<file path="config.mk">
export PLATFORM = sky130hd
export DESIGN_NAME = dmem_port_arbiter
export DESIGN_NICKNAME = d
export VERILOG_FILES = /design/src/rtl/dmem_port_arbiter.sv
export SDC_FILE = /design/constraint.sdc
export NUM_CORES = 1
export LEC_CHECK = 0
export BUFFER_PORTS_ARGS = -buffer_cell sky130_fd_sc_hd__buf_2
export CORE_UTILIZATION = 44
export DETAILED_ROUTE_END_ITERATION = 6
export GPL_TIMING_DRIVEN = 0
export PLACE_DENSITY = 0.81
export SLEW_MARGIN = 20
export SYNTH_ARGS = -nofsm -noshare
export SYNTH_HDL_FRONTEND = slang
export SYNTH_SLANG_ARGS = --single-unit
</file>
<file path="constraint.sdc">
create_clock -name clk_i -period 2 [get_ports clk_i]
set_input_delay 0.1 -clock clk_i [delete_from_list [all_inputs] [get_ports clk_i]]
set_output_delay 0.1 -clock clk_i [all_outputs]
set_load 0.05 [all_outputs]
</file>
<file path="src/rtl/dmem_port_arbiter.sv">
// dmem_port_arbiter: shares one synchronous-read data-memory port between
// the core (master 0) and a secondary requester (master 1).
// Ports: clk_i, rst_ni (async, active low); per master mN_req_i/we_i/addr_i/
// wdata_i in, mN_gnt_o/rvalid_o/rdata_o out; memory side mem_we_o/addr_o/
// wdata_o out, mem_rdata_i in; status busy_o, owner_o.
// Build macro DMEM_ARB_RR_EN: round-robin arbitration instead of fixed
// priority with the STARVE_LIMIT starvation guard.
module dmem_port_arbiter #(
   parameter int AW           = 32,
   parameter int DW           = 32,
   parameter int STARVE_LIMIT = 4
) (
   input  logic          clk_i,
   input  logic          rst_ni,
   input  logic          m0_req_i,
   input  logic          m0_we_i,
   input  logic [AW-1:0] m0_addr_i,
   input  logic [DW-1:0] m0_wdata_i,
   output logic          m0_gnt_o,
   output logic          m0_rvalid_o,
   output logic [DW-1:0] m0_rdata_o,
   input  logic          m1_req_i,
   input  logic          m1_we_i,
   input  logic [AW-1:0] m1_addr_i,
   input  logic [DW-1:0] m1_wdata_i,
   output logic          m1_gnt_o,
   output logic          m1_rvalid_o,
   output logic [DW-1:0] m1_rdata_o,
   output logic          mem_we_o,
   output logic [AW-1:0] mem_addr_o,
   output logic [DW-1:0] mem_wdata_o,
   input  logic [DW-1:0] mem_rdata_i,
   output logic          busy_o,
   output logic          owner_o
);

   typedef enum logic [1:0] {
      S_IDLE  = 2'd0,
      S_ISSUE = 2'd1,
      S_RESP  = 2'd2
   } state_t;

   state_t        r_state;
   state_t        w_state_nx;
   logic          w_any_req;
   logic          w_arb;
   logic          w_win;

   logic          r_m0_gnt;
   logic          r_m1_gnt;
   logic          r_m0_rvalid;
   logic          r_m1_rvalid;
   logic [DW-1:0] r_m0_rdata;
   logic [DW-1:0] r_m1_rdata;
   logic          r_mem_we;
   logic [AW-1:0] r_mem_addr;
   logic [DW-1:0] r_mem_wdata;
   logic          r_is_wr;
   logic          r_owner;

   assign w_any_req = m0_req_i | m1_req_i;

`ifdef DMEM_ARB_RR_EN
   // r_last holds the previous winner; reset to 1 so master 0 wins first tie.
   logic r_last;

   assign w_win = m1_req_i & (~m0_req_i | ~r_last);

   always_ff @(posedge clk_i or negedge rst_ni) begin
      if (!rst_ni) begin
         r_last <= 1'b1;
      end else if (w_arb) begin
         r_last <= w_win;
      end
   end
`else
   localparam logic [3:0] LP_LIMIT = 4'(STARVE_LIMIT);

   // Counts master-0 wins while master 1 waits; at the limit master 1 is
   // forced through, so the counter never passes LP_LIMIT.
   logic [3:0] r_starve;

   assign w_win = m1_req_i & (~m0_req_i | (r_starve == LP_LIMIT));

   always_ff @(posedge clk_i or negedge rst_ni) begin
      if (!rst_ni) begin
         r_starve <= '0;
      end else if (w_arb) begin
         if (w_win || !m1_req_i) begin
            r_starve <= '0;
         end else begin
            r_starve <= r_starve + 4'd1;
         end
      end
   end
`endif

   always_ff @(posedge clk_i or negedge rst_ni) begin
      if (!rst_ni) begin
         r_state <= S_IDLE;
      end else begin
         r_state <= w_state_nx;
      end
   end

   always_comb begin
      w_state_nx = r_state;
      w_arb      = 1'b0;
      unique case (r_state)
         S_IDLE: begin
            if (w_any_req) begin
               w_arb      = 1'b1;
               w_state_nx = S_ISSUE;
            end
         end
         S_ISSUE: begin
            w_state_nx = S_RESP;
         end
         S_RESP: begin
            // Back-to-back: the next command issues on the response edge.
            if (w_any_req) begin
               w_arb      = 1'b1;
               w_state_nx = S_ISSUE;
            end else begin
               w_state_nx = S_IDLE;
            end
         end
         default: begin
            w_state_nx = S_IDLE;
         end
      endcase
   end

   always_ff @(posedge clk_i or negedge rst_ni) begin
      if (!rst_ni) begin
         r_m0_gnt    <= 1'b0;
         r_m1_gnt    <= 1'b0;
         r_m0_rvalid <= 1'b0;
         r_m1_rvalid <= 1'b0;
         r_m0_rdata  <= '0;
         r_m1_rdata  <= '0;
         r_mem_we    <= 1'b0;
         r_mem_addr  <= '0;
         r_mem_wdata <= '0;
         r_is_wr     <= 1'b0;
         r_owner     <= 1'b0;
      end else begin
         r_m0_gnt    <= 1'b0;
         r_m1_gnt    <= 1'b0;
         r_m0_rvalid <= 1'b0;
         r_m1_rvalid <= 1'b0;
         if (r_state == S_ISSUE) begin
            r_mem_we <= 1'b0;
         end
         // Response goes to the old owner even if a new grant lands now.
         if (r_state == S_RESP) begin
            if (r_owner) begin
               r_m1_rvalid <= 1'b1;
               if (!r_is_wr) begin
                  r_m1_rdata <= mem_rdata_i;
               end
            end else begin
               r_m0_rvalid <= 1'b1;
               if (!r_is_wr) begin
                  r_m0_rdata <= mem_rdata_i;
               end
            end
         end
         if (w_arb) begin
            r_owner     <= w_win;
            r_m0_gnt    <= ~w_win;
            r_m1_gnt    <= w_win;
            r_mem_we    <= w_win ? m1_we_i : m0_we_i;
            r_is_wr     <= w_win ? m1_we_i : m0_we_i;
            r_mem_addr  <= w_win ? m1_addr_i : m0_addr_i;
            r_mem_wdata <= w_win ? m1_wdata_i : m0_wdata_i;
         end
      end
   end

   assign m0_gnt_o    = r_m0_gnt;
   assign m1_gnt_o    = r_m1_gnt;
   assign m0_rvalid_o = r_m0_rvalid;
   assign m1_rvalid_o = r_m1_rvalid;
   assign m0_rdata_o  = r_m0_rdata;
   assign m1_rdata_o  = r_m1_rdata;
   assign mem_we_o    = r_mem_we;
   assign mem_addr_o  = r_mem_addr;
   assign mem_wdata_o = r_mem_wdata;
   assign busy_o      = (r_state != S_IDLE);
   assign owner_o     = r_owner;

endmodule

</file>
==> results.tsv, run 1 <==
metric	value	unit
wl_met3	1960	µm
status	completed	
syn_area	5780	µm²
fin_crit	1.93	ns
dp.cells	878	
place_area	7530	µm²
maxUsedRoutingLayer	met4	
clockBufferDepth	2	
wl_met2	11900	µm
r2r_end	mem_wdata_o[13]	
cp_cell_sequence	inv_1, ha_2, nand4b_1, nor3b_2, buf_4, buf_4, a221o_1	
ff2ff_setup_slack	0.07	ns
synth_edf_count	0	
final_cells	1075	
vdd.ir_drop.worst	558	µV
viasPerCell	5.53	
yosys_register_bits	141	
grt_pass1_vias	6348	
cp-endpoint	mem_wdata_o[13]	
fin_crit_sh	96.6	%
grt-ovfl-total	0	
gp_congestion	0.875	
timing.final.max_slew_violations	0	
hold_violations	0	
path_buf_inv	3	
vias	5948	
rr_worst_depth	7	
end_kind	flip-flop	
grt_max_degree	86	
critical_path.max_fanout	10	
crit_slowest_cell	dfrtp_1	
cpMostUsedCell	buf_4	
power_density	1420	nW/µm²
start_util	45.4	%
p_leak	0.00481	µW
power_frac_clock	22.5	%
fmax	518	MHz
final_common_cell	buf_2	
maxCapViolCount	0	
synthesis.nets	574	
fillCellCount	720	
hpwl	12700	µm
cts_tree	built	
hold_class	in -> reg	
cp-start-kind	flip-flop	
crit_arrival	2.21	ns
clk-insertion-delay-late	0.42	ns
multi_input_area	2050	µm²
swShare	46.4	%
drive_gt1_share	47.2	%
critical_path.top_delay_family	buffers and inverters	
ys_seq_area_share	61.1	%
critPathMaxStageDelay	0.40	ns
worst_pin_slew	0.488	ns
worst-setup-path-type	reg -> reg	
core	12700	µm²
clkSinkCount	141	
drcViolationCount	0	
wl	23700	µm
yosys_warnings	0	
clkTransAtPathRegs	0.06	ns
cp-startpoint	r_starve[0]	
final_cell_mix	308 x buf_2, 162 x dlygate4sd3_1, 141 x dfrtp_1, 64 x a221o_1, 63 x and2_1	
synthFlopType	dfrtp_1	
pwr-share-comb	46.0	%
finalInstanceArea	9760	µm²
die_area	13600	µm²
crit_required	2.28	ns
fp.dieH	117	µm
r2r_start	r_starve[0]	
synthCells	406	
net-switching-power	6440	µW
postSynthAreaPerCell	14.2	µm²
setup_viol	0	
antenna_found_initial	2	
whs	0.0655	ns
cts-buffers-inserted	17	
num_rows	41	
wl_met1	8330	µm
wl_per_cell	22.0	µm
ys_types	38	
drt-initial-drc-count	470	
area_growth	68.9	%
numPortBuffers	299	
clockRootBuffer	clkbuf_16	
seq_area	3530	µm²
drtPass1Iterations	7	
h-tree-depth	4	
relSlewSlack	67.4	%
track_usage	35.1	%
detail-route-antenna-nets	0	
clock_skew	0.00983	ns
io_pins	301	
async_flop_share	100	%
layout.nets	1056	
die_x	117	µm
pwr-share-seq	31.6	%
p_int	7440	µW
crit_cells	7	
power	13900	µW
grt_pass1_wl	34600	µm
-- worst min-delay path: cells and delay by family --
kind / cells / cell delay, ns
compound gates: 1 / 0.10
buf+inv: 1 / 0.13
simple gates: 1 / 0.10
-- registers in the layout (all words and copies together) (netlist names) --
name,cells
m1_rvalid_o,1
mem_addr_o,32
m1_gnt_o,1
r_state,2
mem_we_o,1
r_starve,4
m0_gnt_o,1
m0_rvalid_o,1
m1_rdata_o,32
r_is_wr,1
m0_rdata_o,32
owner_o,1
mem_wdata_o,32
-- how the worst min path moves through the flow --
| stage | to | start | cells past startpoint |
|---|---|---|---|
| after global placement | mem_wdata_o[30] | m0_wdata_i[30] | 2 |
| after floorplan | m0_gnt_o | rst_ni | 0 |
| after global routing | r_starve[3] | m1_req_i | 3 |
| after CTS | r_starve[3] | m1_req_i | 3 |
| final | r_starve[3] | m1_req_i | 3 |
| after detailed placement | mem_wdata_o[15] | rst_ni | 1 |
-- final cells by class --
class | count | share of cell area (%)
clock buffer | 18 | 4.50
inverter | 6 | 0.231
timing repair buffer | 463 | 32.4
multi-input combinational | 229 | 21.0
sequential | 141 | 36.2
tap | 172 | 2.21
antenna | 2 | 0.0513
buffer | 30 | 1.99
clock inverter | 14 | 1.46
-- power groups by stage --
stage | registers [µW] | logic, µW | clock network, µW
finish | 4380 | 6380 | 3120
global route | 4460 | 6620 | 3280
CTS | 4270 | 6230 | 3140
detailed placement | 4290 | 5950 | 0
global placement | 4220 | 5850 | 0
floorplan | 7490 | 1140 | 0
-- timing repair --
item / in CTS / in global routing
cloned: 0 / 0
resized for setup: 1 / 5
pin swaps: 0 / 1
hold buffers: 162 / 0
setup endpoints to repair: 9 / 50
setup buffers: 0 / 1
endpoints found under the hold margin: 186 / 0
-- through the flow --
step	utilization (%)	worst slack [ns]	setup TNS, ns
after floorplan	-	0.192	0
after global placement	58.9	-1.00	-139.53
after detailed placement	59.2	-0.0227	-0.0976
after CTS	76.5	0.0670	0
after global routing	76.7	-0.00339	-0.00394
final	76.7	0.0680	0
-- synth_stat cells (all sizes together) (2+ instances only) --
| library cell | n | area share, % |
|---|---|---|
| dfrtp | 141 | 61 |
| a221o | 64 | 11 |
| and2 | 64 | 6.9 |
| mux2 | 64 | 12 |
| buf | 23 | 2.8 |
| clkbuf | 7 | 0.45 |
| inv | 6 | 0.39 |
| and3b | 3 | 0.45 |
| nand4 | 3 | 0.32 |
| nor2b | 3 | 0.37 |
| ha | 2 | 0.43 |
| nand2 | 2 | 0.13 |
| nand2b | 2 | 0.22 |
| nand3 | 2 | 0.17 |
| nor3 | 2 | 0.37 |
| o21ai | 2 | 0.17 |
-- logic make-up (layout without fill, tap and decap cells) --
group,after synthesis,in the layout,share of synthesized area (%)
compound gates,77,77,12.8
fa+ha+maj,2,2,0.433
buf+inv,36,531,3.68
flops,141,141,61.1
mux,64,64,12.5
other cells,0,2,0
simple gates,86,86,9.55
-- layer usage --
metal  vias up  GRT usage, %
li1       2485             -
met1      2909          37.4
met2       447          60.8
met3       107          9.44
met4         0          23.8
met5         -             0
Power figures use the tool's default switching activity.
==> run 2, diff against run 1 <==
--- a/config.mk
+++ b/config.mk
@@ -8,7 +8,6 @@
 export BUFFER_PORTS_ARGS = -buffer_cell sky130_fd_sc_hd__buf_2
 export CORE_UTILIZATION = 44
 export DETAILED_ROUTE_END_ITERATION = 6
-export GPL_TIMING_DRIVEN = 0
 export PLACE_DENSITY = 0.81
 export SLEW_MARGIN = 20
 export SYNTH_ARGS = -nofsm -noshare
==> constraint.sdc (replaced) <==
create_clock -name clk_i -period 2.5 [get_ports clk_i]
set_input_delay 0.125 -clock clk_i [delete_from_list [all_inputs] [get_ports clk_i]]
set_output_delay 0.125 -clock clk_i [all_outputs]
set_load 0.05 [all_outputs]
==> run 2 against run 1 <==
Against the previous run: final area shrank 0.78%; critical path type unchanged; count of clock-buffer cells in the layout is the same; global-route usage decreased by 3.2 points; sequential cell count unchanged.
==> results.tsv, run 2 (synthesis gave the netlist of run 1 again) <==
metric	value	unit	change
status	completed		unchanged
vdd.ir_drop.worst	501	µV	was 558 µV
fillCellCount	751		was 720
grt_pass1_wl	32100	µm	was 34600 µm
num_rows	41		unchanged
crit_required	2.79	ns	was 2.28 ns
rr_worst_depth	7		unchanged
layout.nets	1034		was 1056
timing.final.max_slew_violations	0		unchanged
clkTransAtPathRegs	0.07	ns	was 0.06 ns
hold_depth	4		was 3
core	12700	µm²	unchanged
clock_skew	0.0144	ns	was 0.00983 ns
gp_congestion	0.888		was 0.875
ff2ff_setup_slack	0.11	ns	was 0.07 ns
io_pins	301		unchanged
cp-start-kind	flip-flop		unchanged
track_usage	31.9	%	was 35.1%
numPortBuffers	300		was 299
power_density	1170	nW/µm²	was 1420 nW/µm²
grt_max_degree	77		was 86
hold_violations	0		unchanged
min_from	m0_we_i		was m1_req_i
drive_gt1_share	46.5	%	was 47.2%
whs	0.128	ns	was 0.0655 ns
final_cell_mix	299 x buf_2, 162 x dlygate4sd3_1, 141 x dfrtp_1, 64 x a221o_1, 63 x and2_1		was 308 x buf_2, 162 x dlygate4sd3_1, 141 x dfrtp_1, 64 x a221o_1, 63 x and2_1
drcViolationCount	0		unchanged
wl	22000	µm	was 23700 µm
maxCapViolCount	0		unchanged
fmax	419	MHz	was 518 MHz
met1_usage	34.4	%	was 37.4%
clkSinkCount	141		unchanged
globalRouteMet2Util	54.9	%	was 60.8%
fp.dieH	117	µm	unchanged
relSlewSlack	26.9	%	was 67.4%
crit_arrival	2.68	ns	was 2.21 ns
cts_tree	built		unchanged
final_common_cell	buf_2		unchanged
postLayoutSetupSlackWorst	0.111	ns	was 0.0680 ns
gr-usage-met3	8.87	%	was 9.44%
die_x	117	µm	unchanged
fin_crit_sh	95.5	%	was 96.6%
hpwl	11800	µm	was 12700 µm
antenna_cells	0		was 2
detail-route-antenna-nets	0		unchanged
grt-ovfl-total	0		unchanged
tns	0	ns	unchanged
clockRootBuffer	clkbuf_16		unchanged
r2r_start	r_starve[0]		unchanged
pre_cts_ws	0.673	ns	was -0.0227 ns
h-tree-depth	4		unchanged
power	11300	µW	was 13900 µW
grt_pass1_vias	6072		was 6348
die_area	13600	µm²	unchanged
grt_busiest_layer	met2		unchanged
clockBufferDepth	2		unchanged
p_leak	0.00478	µW	was 0.00481 µW
rsz0062_at_grt	no		
area_growth	67.5	%	was 68.9%
end_kind	flip-flop		unchanged
hold_class	in -> reg		unchanged
setup_viol	0		unchanged
cts-buffers-inserted	17		unchanged
viasPerCell	5.49		was 5.53
start_util	45.4	%	unchanged
holdPathEnd	r_is_wr		was r_starve[3]
worst_pin_slew	1.10	ns	was 0.488 ns
drtPass1Iterations	6		was 7
vias	5769		was 5948
worst-setup-path-type	reg -> reg		unchanged
fin_crit	2.39	ns	was 1.93 ns
drt-initial-drc-count	379		was 470
wl_per_cell	20.9	µm	was 22.0 µm
critical_path.max_fanout	63		was 10
antenna_found_initial	0		was 2
clk-insertion-delay-late	0.42	ns	about the same
fin_util	76.1	%	was 76.7%
r2r_end	mem_addr_o[7]		was mem_wdata_o[13]
run 2: changes by cell type in the layout (fill, tap and decap cells not counted), moves of 3 or more:
cell      delta
buf_12       +3
buf_6        -4
clkbuf_1     -6
buf_2        -9
buf_4        -4
run 2: layer usage:
metal / wire length [µm] / vias to the layer above / share of wire (%)
met5: 0 / - / 0
met4: 1350 / 0 / 6.1
met3: 1870 / 112 / 8.5
met2: 11000 / 415 / 50
met1: 7810 / 2805 / 35
li1: - / 2437 / -
run 2: layout make-up:
class | count | area, µm² | area share [%]
well taps | 172 | 215 | 2.22
inverters | 6 | 22.5 | 0.233
repair buffers | 470 | 3230 | 33.3
flip-flops and latches | 141 | 3530 | 36.4
clock inverters | 14 | 169 | 1.74
clock buffers | 18 | 439 | 4.54
multi-input cells | 230 | 2080 | 21.5
run 2: power breakdown:
part / internal [µW] / switching, µW
sequential: 3020 / 449
clock: 1600 / 992
combinational: 1590 / 3640
total: 6210 / 5080
run 2: critical path: stages (launching register included):
cell           delay, ns
dfrtp_1             0.39
inv_1               0.10
ha_1                0.20
nand4b_1            0.16
nor3b_4             0.21
buf_12              0.21
a221o_1             0.33
dlygate4sd3_1       0.61
run 2: worst max path at each step:
stage               slack (ns)   startpoint  cells past startpoint              to
floorplan                 0.69      owner_o                      5   m1_rdata_o[0]
global placement          0.72  r_starve[0]                      6  mem_addr_o[10]
detailed placement        0.67   r_state[0]                      4  mem_addr_o[26]
CTS                       0.10   r_state[0]                      5  mem_addr_o[26]
global route              0.02  r_starve[0]                      7  mem_addr_o[28]
finish                    0.11  r_starve[0]                      7   mem_addr_o[7]
run 2: through the flow:
stage	instance area, µm²	instances
global placement	7440	856
CTS	9670	1050
detailed placement	7440	856
finish	9680	1051
global route	9680	1051
floorplan	5780	406
run 2: timing repair:
action                                 4_1_cts  5_1_grt
setup endpoints to repair                    0       14
endpoints found under the hold margin      203        0
setup buffers                                0        0
hold buffers                               162        0
resized for setup                            0        1
==> run 3, diff against run 2 <==
--- a/config.mk
+++ b/config.mk
@@ -7,6 +7,7 @@
 export LEC_CHECK = 0
 export BUFFER_PORTS_ARGS = -buffer_cell sky130_fd_sc_hd__buf_2
 export CORE_UTILIZATION = 44
+export CTS_CLUSTER_DIAMETER = 200
 export DETAILED_ROUTE_END_ITERATION = 6
 export PLACE_DENSITY = 0.81
 export SLEW_MARGIN = 20
==> constraint.sdc (replaced) <==
create_clock -name clk_i -period 2.8 [get_ports clk_i]
set_input_delay 0.14 -clock clk_i [delete_from_list [all_inputs] [get_ports clk_i]]
set_output_delay 0.14 -clock clk_i [all_outputs]
set_load 0.05 [all_outputs]
==> run 3 against run 2 <==
Against the previous run: first-iteration DRC count grew 23%; power down 14%; die area unchanged; maximum frequency down 9.2%; non-clock buffer count is 2 lower; clock power shrank 25%; worst hold slack worse by 0.086 ns; largest cell class unchanged.
==> results.tsv, run 3 (synthesis gave the netlist of run 1 again) <==
metric	value	unit	change
status	completed		unchanged
relSlewSlack	32.9	%	was 26.9%
end_kind	flip-flop		unchanged
cts-buffers-inserted	17		unchanged
min_from	m1_we_i		was m0_we_i
h-tree-depth	4		unchanged
r2r_end	mem_addr_o[10]		was mem_addr_o[7]
cts-resized-gates	0		unchanged
clockBufferDepth	2		unchanged
r2r_start	r_starve[0]		unchanged
start_util	45.4	%	unchanged
multi_input_area	2060	µm²	was 2080 µm²
fp.dieH	117	µm	unchanged
num_rows	41		unchanged
place_area	7420	µm²	was 7440 µm²
numPortBuffers	300		unchanged
drt-initial-drc-count	468		was 379
io_pins	301		unchanged
maxCapViolCount	0		unchanged
clock_skew	0.0164	ns	was 0.0144 ns
antenna_found_initial	0		unchanged
antenna_cells	0		unchanged
clkSinkCount	141		unchanged
hold_violations	0		unchanged
vias	5573		was 5769
vdd.ir_drop.worst	448	µV	was 501 µV
hold_class	in -> reg		unchanged
hpwl	11700	µm	was 11800 µm
fin_crit_sh	94.0	%	was 95.5%
finalInstanceArea	9530	µm²	was 9680 µm²
crit_arrival	2.99	ns	was 2.68 ns
fin_util	74.9	%	was 76.1%
cp-start-kind	flip-flop		unchanged
wl	20500	µm	was 22000 µm
power_density	1010	nW/µm²	was 1170 nW/µm²
fillCellCount	739		was 751
drive_gt1_share	45.9	%	was 46.5%
rr_worst_depth	7		unchanged
crit_required	3.16	ns	was 2.79 ns
track_usage	30.2	%	was 31.9%
critical_path.max_fanout	55		was 63
area_growth	64.9	%	was 67.5%
clockRootBuffer	clkbuf_16		unchanged
setup_viol	0		unchanged
fmax	380	MHz	was 419 MHz
worst-setup-path-type	reg -> reg		unchanged
clk-insertion-delay-late	0.42	ns	about the same
seq_area	3530	µm²	unchanged
fin_crit	2.63	ns	was 2.39 ns
clkTransAtPathRegs	0.06	ns	was 0.07 ns
die_x	117	µm	unchanged
ff2ff_setup_slack	0.17	ns	was 0.11 ns
holdBufCountCts	161		was 162
grt_pass1_vias	5855		was 6072
gp_congestion	0.844		was 0.888
dp.cells	855		was 856
die_area	13600	µm²	unchanged
p_leak	0.00473	µW	was 0.00478 µW
whs	0.0425	ns	was 0.128 ns
cts_tree	built		unchanged
final_cells	1046		was 1051
grt_max_degree	82		was 77
tns	0	ns	unchanged
cp-startpoint	r_starve[0]		unchanged
layout.nets	1031		was 1034
grt_pass1_wl	30300	µm	was 32100 µm
rsz0062_at_grt	no		unchanged
timing.final.max_slew_violations	0		unchanged
detail-route-antenna-nets	0		unchanged
final_cell_mix	299 x buf_2, 161 x dlygate4sd3_1, 141 x dfrtp_1, 64 x a221o_1, 63 x and2_1		was 299 x buf_2, 162 x dlygate4sd3_1, 141 x dfrtp_1, 64 x a221o_1, 63 x and2_1
final_common_cell	buf_2		unchanged
drtPass1Iterations	5		was 6
wl_per_cell	19.6	µm	was 20.9 µm
worst_pin_slew	1.00	ns	was 1.10 ns
core	12700	µm²	unchanged
grt-ovfl-total	0		unchanged
cp-endpoint	mem_addr_o[10]		was mem_addr_o[7]
postCtsSetupBuffers	0		unchanged
drcViolationCount	0		unchanged
viasPerCell	5.33		was 5.49
==> run 3: how the worst min path moves through the flow <==
| stage | end | cells after the start | slack, ns |
|---|---|---|---|
| floorplan | m0_gnt_o | 0 | -0.16 |
| global placement | mem_wdata_o[20] | 1 | 0.22 |
| detailed placement | mem_wdata_o[15] | 1 | 0.23 |
| CTS | r_is_wr | 3 | 0.02 |
| global route | r_is_wr | 3 | 0.04 |
| finish | r_is_wr | 3 | 0.04 |
==> run 3: routing by layer <==
layer	global-route usage (%)	vias up	wire length, µm	part of all wire [%]
met4	17.0	0	973	4.8
met2	53.2	338	10500	51
met5	0	-	0	0
met3	8.67	73	1700	8.3
li1	-	2426	-	-
met1	32.6	2736	7320	36
==> run 3: worst max-delay path, stage by stage, from the launching register on <==
cell	delay, ns
dfrtp_1	0.41
inv_1	0.11
ha_1	0.21
nand3b_1	0.22
a21boi_4	0.48
buf_12	0.32
a221o_1	0.24
dlygate4sd3_1	0.57
==> run 3: report_power, final <==
group          total, µW  internal, µW  switching (µW)
Clock               1940          1130             807
Sequential          3080          2700             383
Combinational       4640          1410            3230
==> run 3: metrics by stage <==
stage	total power, µW	setup slack, ns
5_1_grt	10100	0.0585
4_1_cts	9570	0.256
2_1_floorplan	6160	0.992
3_3_place_gp	7170	0.948
3_5_place_dp	7280	0.826
6_report	9660	0.169
==> run 3: cell type report <==
class / instances / share of cell area [%]
Inverter: 6 / 0.236
Sequential cell: 141 / 37.0
Tap cell: 172 / 2.26
Multi-Input combinational cell: 229 / 21.7
Clock inverter: 8 / 0.486
Timing Repair Buffer: 468 / 33.6
Clock buffer: 22 / 4.77
